--- src/rtl/popcount_pkg.sv ---
// Shared types and width helpers for the streaming popcount block.
// Widths derive from the instance parameters via the functions below.
package popcount_pkg;

  typedef enum logic [1:0] {
    IDLE,
    ACCUM,
    HOLD
  } state_t;

  function automatic int cnt_w(input int chunk_width);
    return $clog2(chunk_width + 1);
  endfunction

  function automatic int acc_w(input int data_width, input int max_words);
    return $clog2(data_width * max_words + 1);
  endfunction

  function automatic int idx_w(input int max_words);
    return $clog2(max_words + 1);
  endfunction

endpackage

--- src/rtl/popcount_stream_chunk.sv ---
// Combinational set-bit count of one chunk slice.
// Instantiated once per chunk in the register stage.
module chunk_popcount #(
  parameter int W  = 4,
  parameter int CW = $clog2(W + 1)
) (
  input  logic [W-1:0]  bits,
  output logic [CW-1:0] count
);

  always_comb begin
    count = '0;
    for (int i = 0; i < W; i++) begin
      count = count + CW'(bits[i]);
    end
  end

endmodule

--- src/rtl/popcount_stream.sv ---
// Streaming packet popcount: chunk counts, accumulate, backpressured result.
// Two pipeline stages, both stalled whenever the result port is blocked.
module popcount_stream
  import popcount_pkg::*;
#(
  parameter int DATA_WIDTH  = 16,
  parameter int CHUNK_WIDTH = 4,
  parameter int MAX_WORDS   = 16,
  localparam int ACC_W = acc_w(DATA_WIDTH, MAX_WORDS),
  localparam int IDX_W = idx_w(MAX_WORDS)
) (
  input  logic                  clk,
  input  logic                  reset,
  input  logic [DATA_WIDTH-1:0] din,
  input  logic                  din_valid,
  input  logic                  din_last,
  input  logic                  count_zeros,
  output logic                  din_ready,
  output logic [ACC_W-1:0]      dout,
  output logic [IDX_W-1:0]      dout_words,
  output logic                  dout_ovf,
  output logic                  dout_valid,
  input  logic                  dout_ready
);

  localparam int NUM_CHUNKS = DATA_WIDTH / CHUNK_WIDTH;
  localparam int CNT_W      = cnt_w(CHUNK_WIDTH);

  logic [DATA_WIDTH-1:0] word;
  logic [CNT_W-1:0]      chunk_cnt [NUM_CHUNKS];
  logic [CNT_W-1:0]      a_cnt     [NUM_CHUNKS];
  logic                  a_valid;
  logic                  a_last;
  logic                  accept;
  logic                  b_fire;

  logic [ACC_W-1:0] acc, acc_nxt, word_cnt;
  logic [IDX_W-1:0] idx, idx_nxt;
  logic             ovf, ovf_nxt, full;

  state_t state, state_nxt;
  logic   open_nxt;

  assign din_ready = !dout_valid || dout_ready;
  assign accept    = din_valid && din_ready;
  assign b_fire    = din_ready && a_valid;
  assign word      = count_zeros ? ~din : din;

  for (genvar g = 0; g < NUM_CHUNKS; g++) begin : g_chunk
    chunk_popcount #(
      .W  (CHUNK_WIDTH),
      .CW (CNT_W)
    ) u_cnt (
      .bits  (word[g*CHUNK_WIDTH +: CHUNK_WIDTH]),
      .count (chunk_cnt[g])
    );
  end

  always_ff @(posedge clk or posedge reset) begin
    if (reset) begin
      a_valid <= 1'b0;
      a_last  <= 1'b0;
      for (int i = 0; i < NUM_CHUNKS; i++) a_cnt[i] <= '0;
    end else if (din_ready) begin
      a_valid <= accept;
      if (accept) begin
        a_cnt  <= chunk_cnt;
        a_last <= din_last;
      end
    end
  end

  always_comb begin
    word_cnt = '0;
    for (int i = 0; i < NUM_CHUNKS; i++) begin
      word_cnt = word_cnt + ACC_W'(a_cnt[i]);
    end
  end

  // Words beyond the limit are dropped from the sum but flagged.
  assign full    = idx == IDX_W'(MAX_WORDS);
  assign acc_nxt = full ? acc : acc + word_cnt;
  assign idx_nxt = full ? idx : idx + IDX_W'(1);
  assign ovf_nxt = ovf || full;

  always_ff @(posedge clk or posedge reset) begin
    if (reset) begin
      acc        <= '0;
      idx        <= '0;
      ovf        <= 1'b0;
      dout       <= '0;
      dout_words <= '0;
      dout_ovf   <= 1'b0;
      dout_valid <= 1'b0;
    end else if (din_ready) begin
      dout_valid <= b_fire && a_last;
      if (b_fire && a_last) begin
        dout       <= acc_nxt;
        dout_words <= idx_nxt;
        dout_ovf   <= ovf_nxt;
        acc        <= '0;
        idx        <= '0;
        ovf        <= 1'b0;
      end else if (b_fire) begin
        acc <= acc_nxt;
        idx <= idx_nxt;
        ovf <= ovf_nxt;
      end
    end
  end

  assign open_nxt = (accept && !din_last) ||
                    (!(b_fire && a_last) && (idx != '0 || a_valid));

  always_ff @(posedge clk or posedge reset) begin
    if (reset) state <= IDLE;
    else       state <= state_nxt;
  end

  always_comb begin
    state_nxt = state;
    unique case (state)
      IDLE:    if (accept && !din_last) state_nxt = ACCUM;
      ACCUM:   if (b_fire && a_last && !(accept && !din_last))
                 state_nxt = IDLE;
      HOLD:    if (dout_ready) state_nxt = open_nxt ? ACCUM : IDLE;
      default: state_nxt = IDLE;
    endcase
    if (dout_valid && !dout_ready) state_nxt = HOLD;
  end

endmodule

--- config.mk ---
export PLATFORM = sky130hd
export DESIGN_NAME = popcount_stream
export DESIGN_NICKNAME = d
export VERILOG_FILES = /design/src/rtl/popcount_pkg.sv /design/src/rtl/popcount_stream_chunk.sv /design/src/rtl/popcount_stream.sv
export SDC_FILE = /design/constraint.sdc
export NUM_CORES = 1
export LEC_CHECK = 0
export CORE_MARGIN = 1.5
export CORE_UTILIZATION = 50
export CTS_BUF_LIST = sky130_fd_sc_hd__clkbuf_4
export DETAILED_ROUTE_END_ITERATION = 8
export GPL_ROUTABILITY_DRIVEN = 0
export PLACE_DENSITY_LB_ADDON = 0.2
export SLEW_MARGIN = 15
export SYNTH_ARGS = -nofsm -noshare
export SYNTH_HDL_FRONTEND = slang
export SYNTH_SLANG_ARGS = --single-unit
export TNS_END_PERCENT = 5
--- constraint.sdc ---
create_clock -name clk -period 4.13 [get_ports clk]
set_input_delay 1.239 -clock clk [delete_from_list [all_inputs] [get_ports clk]]
set_output_delay 1.239 -clock clk [all_outputs]
set_load 0.02 [all_outputs]
# Word-level counts from Yosys, hierarchy flattened
# Index checks and enable logic that the tools add are counted.
dict set report word_totals {
  register_bits 45
  latch_bits 0
  ram_bits 0
  rom_bits 0
  out_inout_bits 17
  word_cells 51
  memories 0
}
dict set report op_classes {
  add_sub_neg 17
  mul 0
  div 0
  n_lt_le_gt_ge 0
  eq_ne 1
  shift 0
  muxes 9
  n_bitwise 1
  reduce_logical 10
}
# op count
set op_table {}
lappend op_table {{$mux W9} 3}
lappend op_table {{$add A3 B1 Y3} 8}
lappend op_table {{$mux W16} 1}
lappend op_table {{$not A16 Y16} 1}
lappend op_table {{$mux W5} 3}
lappend op_table {{$add A9 B6 Y9} 1}
lappend op_table {{$add A1 B1 Y2} 4}
lappend op_table {{$add A5 B3 Y6} 1}
lappend op_table {{$reduce_and A2 Y1} 3}
lappend op_table {{$add A4 B3 Y5} 1}
lappend op_table {{$add A5 B1 Y5 const B} 1}
lappend op_table {{$eq A5 B5 Y1 const B} 1}
lappend op_table {{$add A3 B3 Y4} 1}
lappend op_table {{$logic_and A1 B1 Y1} 3}
lappend op_table {{$logic_or A1 B1 Y1} 2}
lappend op_table {{$mux W1} 2}
lappend op_table {{$reduce_bool A2 Y1} 1}
lappend op_table {{$logic_not A1 Y1} 1}

# Logic depth before layout (Yosys ltp)
dict set report logic_depth {
  word_depth 7
  depth_mapped 13
  depth_no_buf 13
}

# Hierarchy
# From an unflattened synthesis, not the netlist that was laid out.
dict set report hier_totals {
  hier_cells 283
  area_unflattened_um2 2822.7
}
# module instances cells_per_inst area_each_um2 seq_area_each_um2
set by_module_without_submodules {}
lappend by_module_without_submodules {popcount_stream 1 251 2567.5 1126.1}
lappend by_module_without_submodules {chunk_popcount 4 8 63.8 0.0}

# Worst setup path after synthesis
# OpenSTA, ideal clock, no wires.
dict set report synth_path {
  kind {register -> register}
  start {reg a_cnt[1] (netlist name)}
  end {reg acc[7]}
  setup_ps 131
  arrival_time_ps 3232
  slack_ps 767
  path_stages_with_launch 13
  path_buffers 0
  synth_period_minus_slack_ps 3363
  path_cell_list {dfrtp_1 > inv_1 > fa_1 > fa_1 > inv_1 > fa_1 > ha_1 > fa_1 > a211oi_1 > nor2_1 > o211ai_4 > mux2i_1 > o21ai_1}
}
dict set report synth_via {
  elab_chain_len 5
}
# element line
set synth_rtl {}
lappend synth_rtl {{from (decl)} popcount_stream.sv:31} ;# logic [CNT_W-1:0] a_cnt [NUM_CHUNKS];
lappend synth_rtl {{from (signal assigned)} popcount_stream.sv:67} ;# a_cnt <= chunk_cnt;
lappend synth_rtl {{$add A5 B3 Y6} popcount_stream.sv:76} ;# word_cnt = word_cnt + ACC_W'(a_cnt[i]);
lappend synth_rtl {{$add A9 B6 Y9} popcount_stream.sv:82} ;# assign acc_nxt = full ? acc : acc + word_cnt;
lappend synth_rtl {{$mux W9} popcount_stream.sv:82}
lappend synth_rtl {{$mux W9} popcount_stream.sv:104} ;# end else if (b_fire) begin
lappend synth_rtl {{$mux W9} popcount_stream.sv:97} ;# if (b_fire && a_last) begin
lappend synth_rtl {{to (signal assigned)} popcount_stream.sv:105} ;# acc <= acc_nxt;
lappend synth_rtl {{to (decl)} popcount_stream.sv:37} ;# logic [ACC_W-1:0] acc, acc_nxt, word_cnt;
# Every way passes these cells. The select of a mux whose other input is x is not followed.
# A chain may end at the register's enable or synchronous reset.

# Worst setup path in the final report
dict set report layout_path {
  start {in dout_ready}
  end {out din_ready}
}
dict set report layout_via {
  elab_chain_len 1
}
# element line
set layout_rtl {}
lappend layout_rtl {{from (decl)} popcount_stream.sv:23} ;# input logic dout_ready
lappend layout_rtl {{$logic_or A1 B1 Y1} popcount_stream.sv:44} ;# assign din_ready = !dout_valid || dout_ready;
lappend layout_rtl {{to (decl)} popcount_stream.sv:18} ;# output logic din_ready,
# Every way passes these cells.

==> flow_summary.toml <==
[place]
io_buffers = 38
hpwl_um = 3520
place_area_um2 = 3160
pre_cts_ws_ps = 362
placed_cells_incl_taps = 353

[yosys]
synth_cell_types = 35
netlist_area_um2 = 2750
syn_area_per_cell_um2 = 10.8
ys_seq_elements = 45
yosysWarnings = 0
synthCells = 254
syn-num-nets = 308
ys_seq_area_share_pct = 40.9

[die]
die-height_um = 77.2
start_util_pct = 52.9
chipWidth_um = 77.2
dieArea_um2 = 5960
rows = 26
coreArea_um2 = 5200
ios = 39

[timing]
finalCritPeriodShare_pct = 91.2
setup_slack_ps = 363
slew_violations = 0
hold-worst-slack_ps = 492
tightest_slew_ps = 983
setup_violations = 0
fmax_mhz = 265
relSlewSlack_pct = 34.1
rsz0062_at_grt = "false"
finalHoldViolCount = 0
tns_ps = 0
finalClockSkew_ps = 9.70
min_period_ps = 3770

[route]
vias = 1832
drtIter0Drc = 164
via_per_inst = 5.07
drcViolationCount = 0
dr.pass1.iters = 4
routedWlPerCell_um = 12.5
ant_nets = 0
drt_wl_total_um = 4530

[cts]
clk_path_buf_depth = 2
htreeDepth = 2
cts_inserted_buffers = 5
cts_num_sinks = 45
clk_pin_slew_ps = 130
ctsRootBufferMaster = "clkbuf_4"
post_cts_resized = 0
hold_buffers = 0
cts_tree = "built"
post_cts_buffers = 0
clkLatencyLatePin_ps = 360

[final_layout]
n_antenna_cell = 0
fin_util_pct = 61.9
final_nets = 344
area_growth_pct = 17.1
drive_gt1_share_pct = 11.0
fin_cells = 361
fin_area_um2 = 3220

[worst_setup_path]
start_kind = "primary input"
required_ps = 2890
crit_fanout = 6
criticalPathCategory = "in -> out"
crit_arrival_ps = 2530
critPathCaptureType = "output port"

[global_routing]
grt_pass1_vias = 1841
grt_max_degree = 31
antenna_found_initial = 0
grtUsageTotal_pct = 17.3
grt_pass1_wl_um = 8180
overflow = 0

[job]
maxCapViolations = 0

[min_path]
hp-class = "reg -> reg"

[power_and_ir_drop]
power.density_nw_per_um2 = 659
peakVddDrop_mv = 0.375
leakage_nw = 1.53
power_mw = 2.12

[run_status]
outcome = "completed"
[flip-flops by register name, indices dropped and copies added (netlist names)]
| register | count |
|---|---|
| a_cnt | 12 |
| acc | 9 |
| dout | 9 |
| dout_words | 5 |
| idx | 5 |
| a_last | 1 |
| a_valid | 1 |
| dout_ovf | 1 |
| dout_valid | 1 |
| ovf | 1 |
[Yosys cell counts]
| master | count | area, um2 |
|---|---|---|
| buf_2 | 6 | 30.0 |
| or3_4 | 1 | 11.3 |
| inv_1 | 20 | 75.1 |
| a21oi_1 | 7 | 35.0 |
| mux2_2 | 14 | 158 |
| o21ai_4 | 1 | 16.3 |
| nor2_1 | 9 | 33.8 |
| o31ai_1 | 1 | 7.51 |
| mux2i_1 | 5 | 50.1 |
| a22o_2 | 1 | 10.0 |
| nand2b_1 | 1 | 6.26 |
| ha_1 | 20 | 250 |
| a22o_1 | 5 | 43.8 |
| o21ai_1 | 1 | 5.00 |
| clkbuf_1 | 2 | 7.51 |
| a211oi_2 | 1 | 12.5 |
| nand3b_1 | 1 | 7.51 |
| and2_1 | 1 | 6.26 |
| xor2_1 | 19 | 166 |
| nand4_1 | 1 | 6.26 |
| buf_6 | 3 | 33.8 |
| o211ai_4 | 1 | 21.3 |
| o21ai_0 | 25 | 125 |
| nor3_1 | 3 | 15.0 |
| a21o_1 | 3 | 22.5 |
| dfrtp_1 | 45 | 1130 |
| fa_1 | 12 | 240 |
| a211oi_1 | 2 | 15.0 |
| buf_4 | 1 | 7.51 |
| nand3_1 | 2 | 10.0 |
| a31oi_1 | 2 | 12.5 |
| nand2_1 | 29 | 109 |
| nor3_2 | 1 | 10.0 |
| xnor2_1 | 6 | 52.6 |
| nand2_2 | 2 | 12.5 |
[area by class of cell]
| type | count | area, um2 |
|---|---|---|
| flip-flops and latches | 45 | 1130 |
| inverters | 20 | 75.1 |
| repair buffers | 41 | 403 |
| clock buffers | 5 | 37.5 |
| clock inverters | 3 | 21.3 |
| well taps | 70 | 87.6 |
| fillers | 466 | 1980 |
| multi-input cells | 177 | 1470 |
[layout by cell type (no fill, tap or decap), drive strengths merged, types with 2 or more instances in the layout]
cell           count
dfrtp             45
clkdlybuf4s50     38
nand2             31
o21ai             27
ha                20
inv               20
xor2              19
mux2              14
fa                12
nor2               9
a21oi              7
xnor2              6
a22o               6
mux2i              5
clkbuf             5
nor3               4
a21o               3
buf                3
a211oi             3
clkinv             3
nand3              2
a31oi              2
[cell families after synthesis]
group	synth area share [%]
xor gates and xnor gates	7.96
adders and majority gates	17.8
muxes	7.55
AOI/OAI and AO/OA	11.9
buffers and inverters	5.59
and+or+nand+nor	8.28
DFF	40.9
[power breakdown]
| part | leakage [nW] | total [mW] | switching (mW) | internal [mW] |
|---|---|---|---|---|
| registers | 0.585 | 0.659 | 0.0928 | 0.566 |
| clock network | 0.0332 | 0.218 | 0.150 | 0.0680 |
| logic | 0.908 | 1.24 | 0.653 | 0.592 |
[metal layers]
metal,GRT usage (%),wire (um),vias up
met1,23.9,2200,862
met2,27.3,2100,44
met3,3.21,163,6
li1,-,-,920
met5,0,0,-
met4,6.18,62,0
[critical path, stage by stage]
cell and delay (ps):
clkdlybuf4s50_1 440, nand2b_1 210, clkdlybuf4s50_1 640
[path summary, 6_finish.rpt]
kind / to / slack (ps) / cells past startpoint / from
max: din_ready / 360 / 3 / dout_ready
min: dout[0] / 490 / 2 / dout[0]
max reg2reg: dout[7] / 500 / 12 / a_cnt[4]
min reg2reg: dout[0] / 490 / 2 / dout[0]
max in group asynchronous: dout[0] / 2150 / 3 / reset
min in group asynchronous: acc[8] / 1270 / 2 / reset
Note: power is estimated with default switching activity, not from simulation.
